<file path="src/rtl/iob_sync_asym_fifo_w_big_pkg.sv">
// Shared width helpers and parameter legality checks for the wide-write /
// narrow-read synchronous FIFO and its storage.
package iob_sync_asym_fifo_w_big_pkg;

  function automatic int max_i(input int a, input int b);
    return (a > b) ? a : b;
  endfunction

  function automatic int min_i(input int a, input int b);
    return (a < b) ? a : b;
  endfunction

  function automatic int log2_ceil(input int v);
    return $clog2(v);
  endfunction

  function automatic bit is_pow2(input int v);
    return (v > 0) && ((v & (v - 1)) == 0);
  endfunction

  function automatic int calc_ratio(input int w_data_w, input int r_data_w);
    return w_data_w / max_i(r_data_w, 1);
  endfunction

  function automatic int calc_w_addr_w(input int r_addr_w, input int ratio);
    return r_addr_w - log2_ceil(ratio);
  endfunction

  // Write width must be an exact power-of-two multiple (>=2) of read width,
  // and at least one wide slot must exist.
  function automatic bit params_ok(input int w_data_w, input int r_data_w,
                                   input int r_addr_w);
    int ratio;
    ratio = calc_ratio(w_data_w, r_data_w);
    return (r_data_w > 0) && (w_data_w == ratio * r_data_w) &&
           (min_i(ratio, 2) == 2) && is_pow2(ratio) &&
           (r_addr_w > log2_ceil(ratio));
  endfunction

endpackage

</file>
<file path="src/rtl/iob_2p_assim_mem_w_big.sv">
// Single-clock 2-port memory: one wide word written per cycle as RATIO narrow
// entries, one narrow entry read per cycle through an output register.
module iob_2p_assim_mem_w_big
  import iob_sync_asym_fifo_w_big_pkg::*;
#(
  parameter int W_DATA_W = 32,
  parameter int R_DATA_W = 8,
  parameter int R_ADDR_W = 6,
  localparam int RATIO    = calc_ratio(W_DATA_W, R_DATA_W),
  localparam int W_ADDR_W = calc_w_addr_w(R_ADDR_W, RATIO)
) (
  input  logic                clk,
  input  logic                w_en,
  input  logic [W_ADDR_W-1:0] w_addr,
  input  logic [W_DATA_W-1:0] w_data,
  input  logic                r_en,
  input  logic [R_ADDR_W-1:0] r_addr,
  output logic [R_DATA_W-1:0] r_data
);

  localparam int SEL_W = max_i(1, R_ADDR_W - W_ADDR_W);
  localparam int DEPTH = 2 ** R_ADDR_W;

  logic [R_DATA_W-1:0] mem_q [DEPTH];
  logic [R_DATA_W-1:0] w_slice [RATIO];
  logic [R_DATA_W-1:0] r_data_q, r_data_d;

  // Slice k of the wide word lands at narrow address {w_addr, k}.
  for (genvar gi = 0; gi < RATIO; gi++) begin : g_slice
    assign w_slice[gi] = w_data[(gi+1)*R_DATA_W-1 -: R_DATA_W];
  end

  always_comb begin
    r_data_d = r_data_q;
    if (r_en) r_data_d = mem_q[r_addr];
  end

  always_ff @(posedge clk) begin
    if (w_en) begin
      for (int k = 0; k < RATIO; k++) begin
        mem_q[{w_addr, SEL_W'(k)}] <= w_slice[k];
      end
    end
    r_data_q <= r_data_d;
  end

  assign r_data = r_data_q;

endmodule

</file>
<file path="src/rtl/iob_sync_asym_fifo_w_big.sv">
// Synchronous FIFO with a wide push port and a narrow pop port; wide words are
// drained least-significant slice first with one cycle of read latency.
module iob_sync_asym_fifo_w_big
  import iob_sync_asym_fifo_w_big_pkg::*;
#(
  parameter int W_DATA_W = 32,
  parameter int R_DATA_W = 8,
  parameter int R_ADDR_W = 6,
  localparam int RATIO    = calc_ratio(W_DATA_W, R_DATA_W),
  localparam int W_ADDR_W = calc_w_addr_w(R_ADDR_W, RATIO)
) (
  input  logic                clk,
  input  logic                rst_n,
  input  logic                w_en,
  input  logic [W_DATA_W-1:0] w_data,
  output logic                full,
  input  logic                r_en,
  output logic [R_DATA_W-1:0] r_data,
  output logic                empty,
  output logic [R_ADDR_W:0]   level
);

  localparam int DEPTH = 2 ** R_ADDR_W;
  localparam logic [R_ADDR_W:0] RATIO_L = (R_ADDR_W+1)'(RATIO);
  localparam logic [R_ADDR_W:0] ONE_L   = (R_ADDR_W+1)'(1);
  localparam logic [R_ADDR_W:0] FULL_TH = (R_ADDR_W+1)'(DEPTH - RATIO);

  if (!params_ok(W_DATA_W, R_DATA_W, R_ADDR_W)) begin : g_bad_params
    $error("iob_sync_asym_fifo_w_big: illegal W_DATA_W/R_DATA_W/R_ADDR_W");
  end

  logic [W_ADDR_W-1:0] w_ptr_q, w_ptr_d;
  logic [R_ADDR_W-1:0] r_ptr_q, r_ptr_d;
  logic [R_ADDR_W:0]   level_q, level_d;
  logic                rd_seen_q, rd_seen_d;
  logic                w_acc, r_acc;
  logic [R_DATA_W-1:0] mem_r_data;

  // Full means less than one whole wide slot is free, so a partially drained
  // slot keeps blocking writes until all of its slices are gone.
  assign empty = (level_q == '0);
  assign full  = (level_q > FULL_TH);
  assign level = level_q;

  assign w_acc = w_en & ~full;
  assign r_acc = r_en & ~empty;

  always_comb begin
    w_ptr_d   = w_ptr_q;
    r_ptr_d   = r_ptr_q;
    level_d   = level_q;
    rd_seen_d = rd_seen_q | r_acc;
    if (w_acc) w_ptr_d = w_ptr_q + 1'b1;
    if (r_acc) r_ptr_d = r_ptr_q + 1'b1;
    case ({w_acc, r_acc})
      2'b10:   level_d = level_q + RATIO_L;
      2'b01:   level_d = level_q - ONE_L;
      2'b11:   level_d = level_q + RATIO_L - ONE_L;
      default: level_d = level_q;
    endcase
  end

  always_ff @(posedge clk) begin
    if (!rst_n) begin
      w_ptr_q   <= '0;
      r_ptr_q   <= '0;
      level_q   <= '0;
      rd_seen_q <= 1'b0;
    end else begin
      w_ptr_q   <= w_ptr_d;
      r_ptr_q   <= r_ptr_d;
      level_q   <= level_d;
      rd_seen_q <= rd_seen_d;
    end
  end

  iob_2p_assim_mem_w_big #(
    .W_DATA_W (W_DATA_W),
    .R_DATA_W (R_DATA_W),
    .R_ADDR_W (R_ADDR_W)
  ) u_mem (
    .clk    (clk),
    .w_en   (w_acc & rst_n),
    .w_addr (w_ptr_q),
    .w_data (w_data),
    .r_en   (r_acc & rst_n),
    .r_addr (r_ptr_q),
    .r_data (mem_r_data)
  );

  // The memory's read register is not reset; hide its stale contents until
  // the first accepted read after reset refreshes it.
  assign r_data = rd_seen_q ? mem_r_data : '0;

endmodule

</file>
<file path="config.mk">
export PLATFORM = sky130hd
export DESIGN_NAME = iob_sync_asym_fifo_w_big
export DESIGN_NICKNAME = d
export VERILOG_FILES = /design/src/rtl/iob_sync_asym_fifo_w_big_pkg.sv /design/src/rtl/iob_2p_assim_mem_w_big.sv /design/src/rtl/iob_sync_asym_fifo_w_big.sv
export SDC_FILE = /design/constraint.sdc
export NUM_CORES = 1
export LEC_CHECK = 0
export ABC_AREA = 1
export CORE_MARGIN = 2
export CORE_UTILIZATION = 40
export CTS_CLUSTER_DIAMETER = 80
export DETAILED_ROUTE_END_ITERATION = 16
export PLACE_DENSITY = 0.59
export SYNTH_ARGS = -nofsm -noshare
export SYNTH_HDL_FRONTEND = slang
export SYNTH_SLANG_ARGS = --single-unit
export TNS_END_PERCENT = 50
</file>
<file path="constraint.sdc">
create_clock -name clk -period 3.1 [get_ports clk]
set_clock_uncertainty 0.2 [all_clocks]
set_input_delay 0.775 -clock clk [delete_from_list [all_inputs] [get_ports clk]]
set_output_delay 0.775 -clock clk [all_outputs]
set_load 0.005 [all_outputs]
</file>
* Word-level counts from Yosys, hierarchy flattened
Memory sizes are Yosys's and may differ from the RTL's. A register that Yosys moved wholly into a read port is not among the register bits. Cells that the tools add are included. Widths: inputs -> output; s select.
Cells by class: add/sub/neg operators 5, magnitude comparators 1, equality and inequality tests 3, muxes and demuxes 4, bitwise logic cells 7, reduce and logical (&&, ||, !) cells 2
Operators by type and width (count):
- $pmux 7 s3 | 1
- $sub 7x1->7 const B | 2
- $mux 8 | 1
- $add 7x3->7 const B | 1
- $gt 7x6->1 const B | 1
- $logic_not 7->1 | 1
- $add 6x1->6 const B | 1
- $add 4x1->4 const B | 1
- $and 1x1->1 | 4
- $eq 2x2->1 const B | 2
- $reduce_bool 3->1 | 1
- $eq 2x1->1 const B | 1
- $mux 1 | 2
- $not 1->1 | 2
- $or 1x1->1 | 1
Word-level totals: bits in registers 18, bits in writable memories 512, logic and storage cells 27, memories kept 1
Memory list:
- u_mem.mem_q | words 64, bits a word 8, rd ports 1, clocked after Yosys merged registers in 1, write ports 4, line iob_2p_assim_mem_w_big.sv:24 | logic [R_DATA_W-1:0] mem_q [DEPTH];

* Longest topological paths before layout
Gate-level depths: netlist of run 1.
depth in word-level cells 6, depth in mapped cells 15, gate-level depth less buffers 15

* Cells and area by module
Synthesis of run 1 repeated with hierarchy kept, for this count alone.
Second synthesis, totals: cell total of the unflattened synthesis 1921, area, all modules 22228.8 um^2
Modules (own cells, without submodules):
- iob_2p_assim_mem_w_big | times used 1, cells each 1742, area each 21067.7 um^2
- iob_sync_asym_fifo_w_big | times used 1, cells each 179, area each 1161.1 um^2

* Worst setup path before layout of run 1
OpenSTA, ideal clock, no wires.
path kind reg-to-reg, start point reg level_q[0] (netlist: level[0]), end point mem u_mem.mem_q[0][0], enable pin, library setup time 421 ps, data arrival time 2767 ps, data required time 2479 ps, setup slack -288 ps, stages on the path, launching flop included 10, buffers on the path 1, clock period less this slack 3388 ps, cells stage by stage dfxtp_1 inv_1 ha_1 nand3_1 nand3_2 nand3_4 buf_6 nor2_1 nand2_1 nor2_1
RTL lines:
- start: declaration | line iob_sync_asym_fifo_w_big.sv:34 | logic [R_ADDR_W:0] level_q, level_d;
- start signal: assignment | line iob_sync_asym_fifo_w_big.sv:72 | level_q <= level_d;
- end: declaration | line iob_2p_assim_mem_w_big.sv:24

* Worst setup path in the final report of run 1
start point reg level_q[1] (netlist: level[1]), end point out full
Between the ends: longest elaborated chain between the ends 1
RTL lines:
- $gt 7x6->1 | line iob_sync_asym_fifo_w_big.sv:42 | assign full = (level_q > FULL_TH);
- end: declaration | line iob_sync_asym_fifo_w_big.sv:16 | output logic full,
No other way between the ends.

==> results of run 1 <==
state kept, by name, summed over array words and instances, names as in the netlist:
name and cells:
rd_seen_q 1, r_ptr_q 6, level 7, u_mem.mem_q 512, w_ptr_q 4, u_mem.r_data 8
per-layer routing:
metal	GRT usage, %	up-vias
met5	0	-
met4	5.70	0
met3	3.07	73
met2	31.5	533
met1	29.7	6984
li1	-	6273
layout make-up:
class | instances | area (sq um)
clock inverters | 31 | 236
flip-flops and latches | 538 | 16000
clock buffers | 70 | 1430
multi-input cells | 945 | 4840
inverters | 38 | 149
well taps | 688 | 861
fillers | 4667 | 27500
repair buffers | 143 | 1520
cell families after synthesis:
family / synth area share [%]
AO/OA/AOI/OAI: 12.1
XOR/XNOR: 0.124
adder cells (fa/ha/maj): 0.470
buffers and inverters: 2.80
flip-flops: 75.1
AND/OR/NAND/NOR: 9.44
what timing repair did:
action / CTS / global route
hold buffers: 0 / 0
resized for setup: 3 / 4
setup endpoints to repair: 4 / 2
worst max path at each step:
stage	start	to	slack, ps	cells after the start
finish	level[1]$_SDFFE_PN0P_	full	110	6
global route	level[1]$_SDFFE_PN0P_	full	3	6
CTS	level[0]$_SDFFE_PN0P_	full	20	6
detailed placement	w_en	u_mem.mem_q[53][7]$_DFFE_PP_	140	7
global placement	w_en	u_mem.mem_q[55][7]$_DFFE_PP_	140	7
floorplan	level[0]$_SDFFE_PN0P_	u_mem.mem_q[0][0]$_DFFE_PP_	-290	9
placed cells by master (no fill, tap or decap), types with 30 or more instances in the layout:
cell / instances
edfxtp_1: 520
nand3_1: 46
clkdlybuf4s50_1: 52
o22ai_1: 83
nor2_1: 271
o21ai_0: 273
clkbuf_16: 55
o221ai_1: 45
inv_1: 30
buf_4: 66
nand2_1: 111
through the flow:
stage	cell area, sq um	power (mW)
CTS	25000	18.8
global route	25000	19.6
global placement	23300	12.6
detailed placement	23300	12.6
finish	25000	18.7
floorplan	21300	11.0
critical path, stage by stage, from the launching register on:
cell	delay, ps
dfxtp_2	340
inv_1	90
ha_4	200
nand3_1	100
nand3_2	110
nand2_1	90
clkdlybuf4s50_1	490
power by group:
part | switching [mW] | internal [mW] | total (mW)
combinational | 2.83 | 1.38 | 4.21
sequential | 0.117 | 8.18 | 8.30
clock | 2.71 | 3.51 | 6.22
total | 5.66 | 13.1 | 18.7
==> flow_metrics.py, run 1 <==
metrics = {
    "status": {
        "run_status": "finished clean",
    },
    "place": {
        "post-dp-hpwl_mm": 30.7,
        "dp_cells": 2352,
        "place_ws_ps": 137,
        "gp_congestion": 0.829,
        "portBuffers": 52,
    },
    "global_routing": {
        "overflow": 0,
        "track_usage_pct": 20.3,
        "grt_pass1_wl_mm": 84.7,
        "grt_max_degree": 131,
        "antenna_found_initial": 0,
        "grt_pass1_vias": 13248,
    },
    "routing": {
        "wl_met3_mm": 3.91,
        "vias": 13863,
        "wl_met2_mm": 26.4,
        "drt-met1-wl_mm": 25.4,
        "drtIter0Drc": 1783,
        "via_per_inst": 5.65,
        "drc": 0,
        "firstDrtPassIters": 7,
        "wl_mm": 56.8,
        "wl_per_cell_um": 23.2,
        "highest_layer": "met4",
        "ant_nets": 0,
    },
    "synthesis": {
        "ys_warn_count": 0,
        "synth_area_leaders": "edfxtp_1, o21ai_0, nor2_1",
        "synth_top_area_share_pct": 73.4,
        "seq_area_frac_synth_pct": 75.1,
        "synth_cell_types": 33,
        "netlist_area_sq_um": 21300,
        "synth-main-ff-cell": "edfxtp_1",
        "synthTopCellsByCount": "edfxtp_1, nor2_1, o21ai_0",
        "syn-instance-count": 1630,
        "synth_edf_count": 520,
        "synthArstFlopShare_pct": 0,
        "ys_seq_elements": 538,
        "synth.net_count": 1674,
        "synth_most_common_cell": "edfxtp_1",
        "synth_top_cell_by_area": "edfxtp_1",
        "synth.avg_cell_area_sq_um": 13.1,
    },
    "cells_and_area": {
        "antennaDiodeCount": 0,
        "final_layout_size_suffix_gt1_share_pct": 11.8,
        "fin_cells": 2453,
        "finalNetCount": 1765,
        "utilization_pct": 47.6,
        "area_delta_synth_final_pct": 17.6,
    },
    "sta": {
        "finalSetupTns_ps": 0,
        "hold_slack_ps": 349,
        "worst_pin_slew_ps": 711,
        "setup_viol": 0,
        "slew_viol_final": 0,
        "period_minus_slack_ps": 2990,
        "fmax_ghz": 0.335,
        "finalCritPeriodShare_pct": 96.4,
        "finalHoldViolations": 0,
        "rsz0062_at_grt": "no",
        "worst_slew_margin_rel_pct": 52.6,
        "layout_setup_ws_ps": 113,
    },
    "clock_tree": {
        "cts.reportedPaths.clkPinSlew_ps": 60,
        "cts_buffers": 55,
        "cts_max_path_buffers": 3,
        "cts_max_level": 2,
        "cts_tree": "built",
        "root_buffer": "clkbuf_16",
        "clock-sinks": 538,
        "worstSkewPairLatency_ps": 610,
        "post_cts.repair.setup_buffers": 0,
    },
    "die": {
        "die_y_um": 235,
        "num_rows": 84,
        "die_w_um": 235,
        "io_pins": 53,
        "core-area_sq_um": 52600,
        "die_area_sq_um": 55100,
        "start_util_pct": 40.5,
    },
    "min_path": {
        "hold_end": "level[0]$_SDFFE_PN0P_",
        "worstHoldStart": "level[0]$_SDFFE_PN0P_",
        "hold_depth": 2,
        "hold_path_class": "reg -> reg",
    },
    "worst_setup_path": {
        "worstReg2RegEnd": "u_mem.mem_q[54][6]$_DFFE_PP_",
        "cp_max_fo": 7,
        "worstPathRequired_ps": 2120,
        "critPathLaunchType": "register",
        "r2r-start": "level[1]$_SDFFE_PN0P_",
        "ff2ff_path_depth": 10,
        "r2r_slack_ps": 570,
        "worstPathArrival_ps": 2010,
        "critical_path_class": "reg -> out",
        "end_kind": "output port",
    },
    "pwr": {
        "power.density_nw_per_um2": 749,
        "peakVddDrop_uv": 417,
        "power.leakage_nw": 8.08,
    },
    "run": {
        "drv_cap": 0,
    },
}
No activity file was read; power rests on OpenSTA's default activity.
==> run 2, diff against run 1 <==
--- a/config.mk
+++ b/config.mk
@@ -5,12 +5,13 @@
 export SDC_FILE = /design/constraint.sdc
 export NUM_CORES = 1
 export LEC_CHECK = 0
-export ABC_AREA = 1
 export CORE_MARGIN = 2
 export CORE_UTILIZATION = 40
 export CTS_CLUSTER_DIAMETER = 80
 export DETAILED_ROUTE_END_ITERATION = 16
+export GPL_TIMING_DRIVEN = 0
 export PLACE_DENSITY = 0.59
+export SLEW_MARGIN = 15
 export SYNTH_ARGS = -nofsm -noshare
 export SYNTH_HDL_FRONTEND = slang
 export SYNTH_SLANG_ARGS = --single-unit
==> flow_metrics.py, run 2 <==
metrics = {
    "synthesis": {
        "synth.avg_cell_area_sq_um": 21.2,
        "synth_top_area_share_pct": 74.4,
        "ys_warn_count": 0,
        "synth-main-ff-cell": "edfxtp_1",
        "synthTopCellsByCount": "edfxtp_1, mux4_2, nor2_1",
        "synth_edf_count": 520,
        "synthArstFlopShare_pct": 0,
        "synth.net_count": 1032,
        "syn-instance-count": 988,
        "ys_seq_elements": 538,
        "synth_most_common_cell": "edfxtp_1",
        "synth_cell_types": 54,
        "synth_top_cell_by_area": "edfxtp_1",
        "netlist_area_sq_um": 21000,
        "synth_area_leaders": "edfxtp_1, mux4_2, dfxtp_1",
        "seq_area_frac_synth_pct": 76.2,
    },
    "sta": {
        "worst_pin_slew_ps": 877,
        "setup_viol": 0,
        "slew_viol_final": 0,
        "period_minus_slack_ps": 3030,
        "fmax_ghz": 0.330,
        "finalHoldViolations": 0,
        "worst_slew_margin_rel_pct": 41.5,
        "finalCritPeriodShare_pct": 97.6,
        "hold_slack_ps": 318,
        "finalSetupTns_ps": 0,
    },
    "cells_and_area": {
        "antennaDiodeCount": 0,
        "area_delta_synth_final_pct": 18.0,
        "final_layout_size_suffix_gt1_share_pct": 26.0,
        "largest_register_ffs": 512,
        "final_common_cell": "edfxtp_1",
        "regMostFlops": "u_mem.mem_q",
        "seqCellArea_sq_um": 16000,
        "postLayoutCellArea_sq_um": 24800,
        "fill_cells": 4202,
        "finalNetCount": 1173,
        "multi_input_area_sq_um": 4790,
        "mostFrequentLayoutCells": "edfxtp_1, mux4_2, clkbuf_16",
    },
    "global_routing": {
        "grt_pass1_wl_mm": 73.2,
        "overflow": 0,
        "antenna_found_initial": 1,
        "grt_pass1_vias": 10831,
        "grt_max_degree": 28,
        "track_usage_pct": 18.9,
    },
    "worst_setup_path": {
        "worstPathArrival_ps": 3130,
        "critical_path_class": "in -> reg",
        "cp_max_fo": 24,
        "critPathLaunchType": "primary input",
        "worstPathRequired_ps": 3200,
        "end_kind": "register",
        "r2r_slack_ps": 80,
    },
    "die": {
        "core-area_sq_um": 51600,
        "die_w_um": 233,
        "io_pins": 53,
        "start_util_pct": 40.6,
        "die_y_um": 233,
        "num_rows": 83,
        "die_area_sq_um": 54300,
    },
    "clock_tree": {
        "cts_tree": "built",
        "cts_max_level": 2,
        "cts_buffers": 55,
        "clock-sinks": 538,
        "worstSkewPairLatency_ps": 600,
        "cts.reportedPaths.clkPinSlew_ps": 60,
        "root_buffer": "clkbuf_16",
        "cts_max_path_buffers": 3,
        "cts_hold_buf": 0,
    },
    "routing": {
        "ant_nets": 0,
        "firstDrtPassIters": 5,
        "drtIter0Drc": 943,
        "drc": 0,
        "wl_per_cell_um": 27.1,
        "wl_mm": 50.3,
        "via_per_inst": 5.64,
        "vias": 10456,
    },
    "place": {
        "gp_congestion": 0.779,
        "post_dp_cell_area_sq_um": 22800,
        "portBuffers": 52,
        "post-dp-hpwl_mm": 31.5,
    },
    "pwr": {
        "peakVddDrop_uv": 502,
        "power.leakage_nw": 7.71,
        "power.density_nw_per_um2": 727,
    },
    "status": {
        "run_status": "finished clean",
    },
    "run": {
        "drv_cap": 0,
    },
    "min_path": {
        "hold_path_class": "reg -> reg",
    },
}
-- run 2: metal layers --
metal | GRT usage [%] | share of wire, % | vias up | wire length [um]
li1 | - | - | 4442 | -
met2 | 32.1 | 50 | 343 | 25300
met4 | 5.47 | 2.4 | 0 | 1190
met3 | 2.92 | 5.0 | 78 | 2510
met5 | 0 | 0 | - | 0
met1 | 25.3 | 42 | 5593 | 21300
-- run 2: worst paths after layout --
check / from / to / cells after the start
setup / recovery: w_en / u_mem.mem_q[12][1]$_DFFE_PP_ / 9
hold / removal: level[1]$_SDFFE_PN0P_ / level[1]$_SDFFE_PN0P_ / 2
setup reg to reg: r_ptr_q[1]$_SDFFE_PN0P_ / u_mem.r_data[7]$_DFFE_PP_ / 7
hold reg to reg: level[1]$_SDFFE_PN0P_ / level[1]$_SDFFE_PN0P_ / 2
-- run 2: final cells by class --
type                       count  area share (%)
buffer                        52            1.32
clock inverter                37            1.12
clock buffer                  66            5.81
sequential                   538            64.5
multi-input combinational    389            19.4
timing repair buffer          84            4.28
tap                          680            3.44
inverter                       9           0.136
-- run 2: repair_timing --
item | in CTS | in global routing
setup endpoints to repair | 403 | 37
resized for setup | 15 | 7
pin swaps | 13 | 2
setup buffers | 13 | 3
-- run 2: where the power goes --
| group | total, mW | internal (mW) | switching [mW] |
|---|---|---|---|
| clock | 6.32 | 3.62 | 2.70 |
| combinational | 3.38 | 1.59 | 1.79 |
| sequential | 8.30 | 8.20 | 0.102 |
| total | 18.0 | 13.4 | 4.59 |
-- run 2: metrics by stage --
step	setup slack, ps	cells	utilization, %	power [mW]
2_1_floorplan	-207	988	-	10.6
3_3_place_gp	-1570	1720	43.4	11.8
3_5_place_dp	-885	1736	44.2	11.9
4_1_cts	13.6	1852	47.9	18.2
5_1_grt	-9.34	1855	48.0	18.7
6_report	74.0	1855	48.0	18.0
-- run 2: logic make-up after synthesis --
family,share of synthesized area (%)
and+or+nand+nor,2.92
muxes,14.9
buffers and inverters,1.65
AOI/OAI and AO/OA,3.35
xor gates and xnor gates,0.501
DFF,76.2
adders and majority gates,0.477
-- run 2: worst max-delay path: stages --
cell and delay (ps):
clkdlybuf4s50_1 450, nor2b_1 120, clkbuf_2 210, o21a_1 140
buf_2 180, buf_2 270, nand2_1 300, nor2_4 400
buf_12 240
==> run 3, diff against run 2 <==
--- a/config.mk
+++ b/config.mk
@@ -6,11 +6,12 @@
 export NUM_CORES = 1
 export LEC_CHECK = 0
 export CORE_MARGIN = 2
-export CORE_UTILIZATION = 40
+export CORE_UTILIZATION = 55
 export CTS_CLUSTER_DIAMETER = 80
 export DETAILED_ROUTE_END_ITERATION = 16
 export GPL_TIMING_DRIVEN = 0
-export PLACE_DENSITY = 0.59
+export PLACE_DENSITY = 0.73
+export SETUP_SLACK_MARGIN = 0.2
 export SLEW_MARGIN = 15
 export SYNTH_ARGS = -nofsm -noshare
 export SYNTH_HDL_FRONTEND = slang
==> constraint.sdc (replaced) <==
create_clock -name clk -period 3.2 [get_ports clk]
set_clock_uncertainty 0.2 [all_clocks]
set_input_delay 0.8 -clock clk [delete_from_list [all_inputs] [get_ports clk]]
set_output_delay 0.8 -clock clk [all_outputs]
set_load 0.005 [all_outputs]
==> flow_metrics.py, run 3 (synthesis results as in run 2) <==
metrics = {
    "status": {
        "run_status": "finished clean",
    },
    "worst_setup_path": {
        "ff2ff_path_depth": 7,
        "cp_slowest_cell": "clkdlybuf4s15_1",
        "critical_path_class": "reg -> reg",
        "r2r-start": "r_ptr_q[4]$_SDFFE_PN0P_",
        "r2r_slack_ps": 140,
        "worstPathArrival_ps": 3170,
        "end_kind": "register",
        "crit_path_max_incr_delay_ps": 720,
        "crit_top_cell": "o21ai_0",
        "worstPathCellList": "clkdlybuf4s15_1, clkbuf_2, nand2_1, o21ai_0, nor3_1, o21ai_0, nand3_1",
        "worstReg2RegEnd": "u_mem.r_data[7]$_DFFE_PP_",
        "critPathLaunchType": "register",
        "crit_family": "buffers and inverters",
        "cp_max_fo": 10,
        "path_buf_inv": 2,
        "worstPathRequired_ps": 3310,
    },
    "cells_and_area": {
        "final_common_cell": "edfxtp_1",
        "utilization_pct": 65.9,
        "fill_cells": 2392,
        "finalNetCount": 1196,
        "regMostFlops": "u_mem.mem_q",
        "postLayoutCellArea_sq_um": 24800,
        "mostFrequentLayoutCells": "edfxtp_1, mux4_2, clkbuf_16",
        "area_delta_synth_final_pct": 18.0,
        "largest_register_ffs": 512,
        "final_layout_size_suffix_gt1_share_pct": 28.5,
        "antennaDiodeCount": 0,
    },
    "clock_tree": {
        "cts.reportedPaths.clkPinSlew_ps": 70,
        "cts_tree": "built",
        "worstSkewPairLatency_ps": 580,
        "cts_max_level": 2,
        "cts_hold_buf": 0,
        "cts_max_path_buffers": 3,
        "cts_buffers": 52,
        "clock-sinks": 538,
        "root_buffer": "clkbuf_16",
    },
    "run": {
        "drv_cap": 0,
    },
    "die": {
        "die_y_um": 199,
        "io_pins": 53,
        "start_util_pct": 55.8,
        "die_area_sq_um": 39700,
        "num_rows": 71,
        "core-area_sq_um": 37600,
        "die_w_um": 199,
    },
    "global_routing": {
        "track_usage_pct": 26.7,
        "antenna_found_initial": 0,
        "overflow": 0,
        "grt_pass1_vias": 11096,
        "grt_pass1_wl_mm": 74.1,
        "grt_max_degree": 25,
    },
    "min_path": {
        "hold_end": "level[1]$_SDFFE_PN0P_",
        "hold_path_class": "reg -> reg",
        "worstHoldStart": "level[1]$_SDFFE_PN0P_",
        "hold_depth": 2,
    },
    "sta": {
        "rsz0062_at_grt": "yes",
        "worst_slew_margin_rel_pct": 42.4,
        "finalSetupTns_ps": 0,
        "setup_viol": 0,
        "worst_pin_slew_ps": 862,
        "fmax_ghz": 0.327,
        "finalCritPeriodShare_pct": 95.7,
        "period_minus_slack_ps": 3060,
        "finalHoldViolations": 0,
        "slew_viol_final": 0,
    },
    "routing": {
        "vias": 11007,
        "via_per_inst": 6.45,
        "highest_layer": "met4",
        "wl_mm": 51.5,
        "drtIter0Drc": 1316,
        "ant_nets": 0,
        "wl_per_cell_um": 30.2,
        "firstDrtPassIters": 5,
        "wl_met3_mm": 4.78,
        "drc": 0,
        "wl_met2_mm": 25.7,
        "drt-met1-wl_mm": 19.1,
    },
    "pwr": {
        "peakVddDrop_uv": 496,
        "power.leakage_nw": 7.78,
        "p_clk_share_pct": 34.7,
        "p_comb_share_pct": 19.1,
        "p_int_mw": 13.0,
        "switching_power_mw": 4.43,
        "power.density_nw_per_um2": 703,
        "power.total_mw": 17.4,
        "swShare_pct": 25.4,
        "seqPwrFrac_pct": 46.2,
    },
    "place": {
        "portBuffers": 52,
        "post_dp_cell_area_sq_um": 22300,
        "gp_congestion": 0.808,
        "post-dp-hpwl_mm": 28.7,
    },
}
-- run 3: changes by cell type in the layout (fill, tap and decap cells not counted), sizes merged --
cell	delta
clkinv	-15
buf	+13
nor2	+12
clkbuf	+7
clkinvlp	+4
clkdlybuf4s15	+1
inv	-1
-- run 3: what timing repair did --
item	in CTS	in global routing
setup endpoints to repair	406	102
gates cloned	12	0
resized for setup	31	15
setup buffers	39	3
pin swaps	24	3
-- run 3: routing by layer --
| layer | vias up | track usage [%] |
|---|---|---|
| li1 | 4494 | - |
| met1 | 5724 | 36.1 |
| met2 | 664 | 44.1 |
| met3 | 125 | 4.78 |
| met4 | 0 | 9.65 |
| met5 | - | 0 |
-- run 3: worst max path at each step --
stage,from,endpoint,depth (start not counted)
6_report,r_ptr_q[4]$_SDFFE_PN0P_,u_mem.r_data[7]$_DFFE_PP_,7
2_1_floorplan,w_en,u_mem.mem_q[12][0]$_DFFE_PP_,7
3_3_place_gp,w_en,u_mem.mem_q[6][1]$_DFFE_PP_,8
3_5_place_dp,w_en,u_mem.mem_q[23][1]$_DFFE_PP_,8
5_1_grt,w_en,u_mem.mem_q[2][4]$_DFFE_PP_,9
4_1_cts,r_ptr_q[4]$_SDFFE_PN0P_,u_mem.r_data[6]$_DFFE_PP_,5
-- run 3: cell type report --
cell class / count / area (sq um) / share of cell area [%]
clock inverter: 25 / 239 / 0.965
buffer: 52 / 343 / 1.38
inverter: 9 / 33.8 / 0.136
tap: 511 / 639 / 2.58
clock buffer: 73 / 1450 / 5.87
sequential: 538 / 16000 / 64.5
multi-input combinational: 401 / 4940 / 20.0
timing repair buffer: 98 / 1130 / 4.55
-- run 3: power by group through the flow --
stage	Sequential (mW)	Clock, mW	Combinational, mW
CTS	8.04	6.10	3.32
global placement	8.18	0	3.19
detailed placement	8.19	0	3.27
finish	8.04	6.05	3.32
floorplan	8.15	0	2.17
global route	8.06	6.36	3.51
-- run 3: tightest hold or removal path, delay by kind of cell, from the launching register on --
kind               cells  cell delay [ps]
DFF                    1              330
and+or+nand+nor        1              100
AOI/OAI and AO/OA      1               50
-- run 3: through the flow --
stage,cells,setup slack [ps],hold slack [ps]
after floorplan,988,70.1,306
after global placement,1551,-1170,315
after CTS,1704,85.9,328
after detailed placement,1555,-858,320
final,1707,139,331
after global routing,1707,101,381
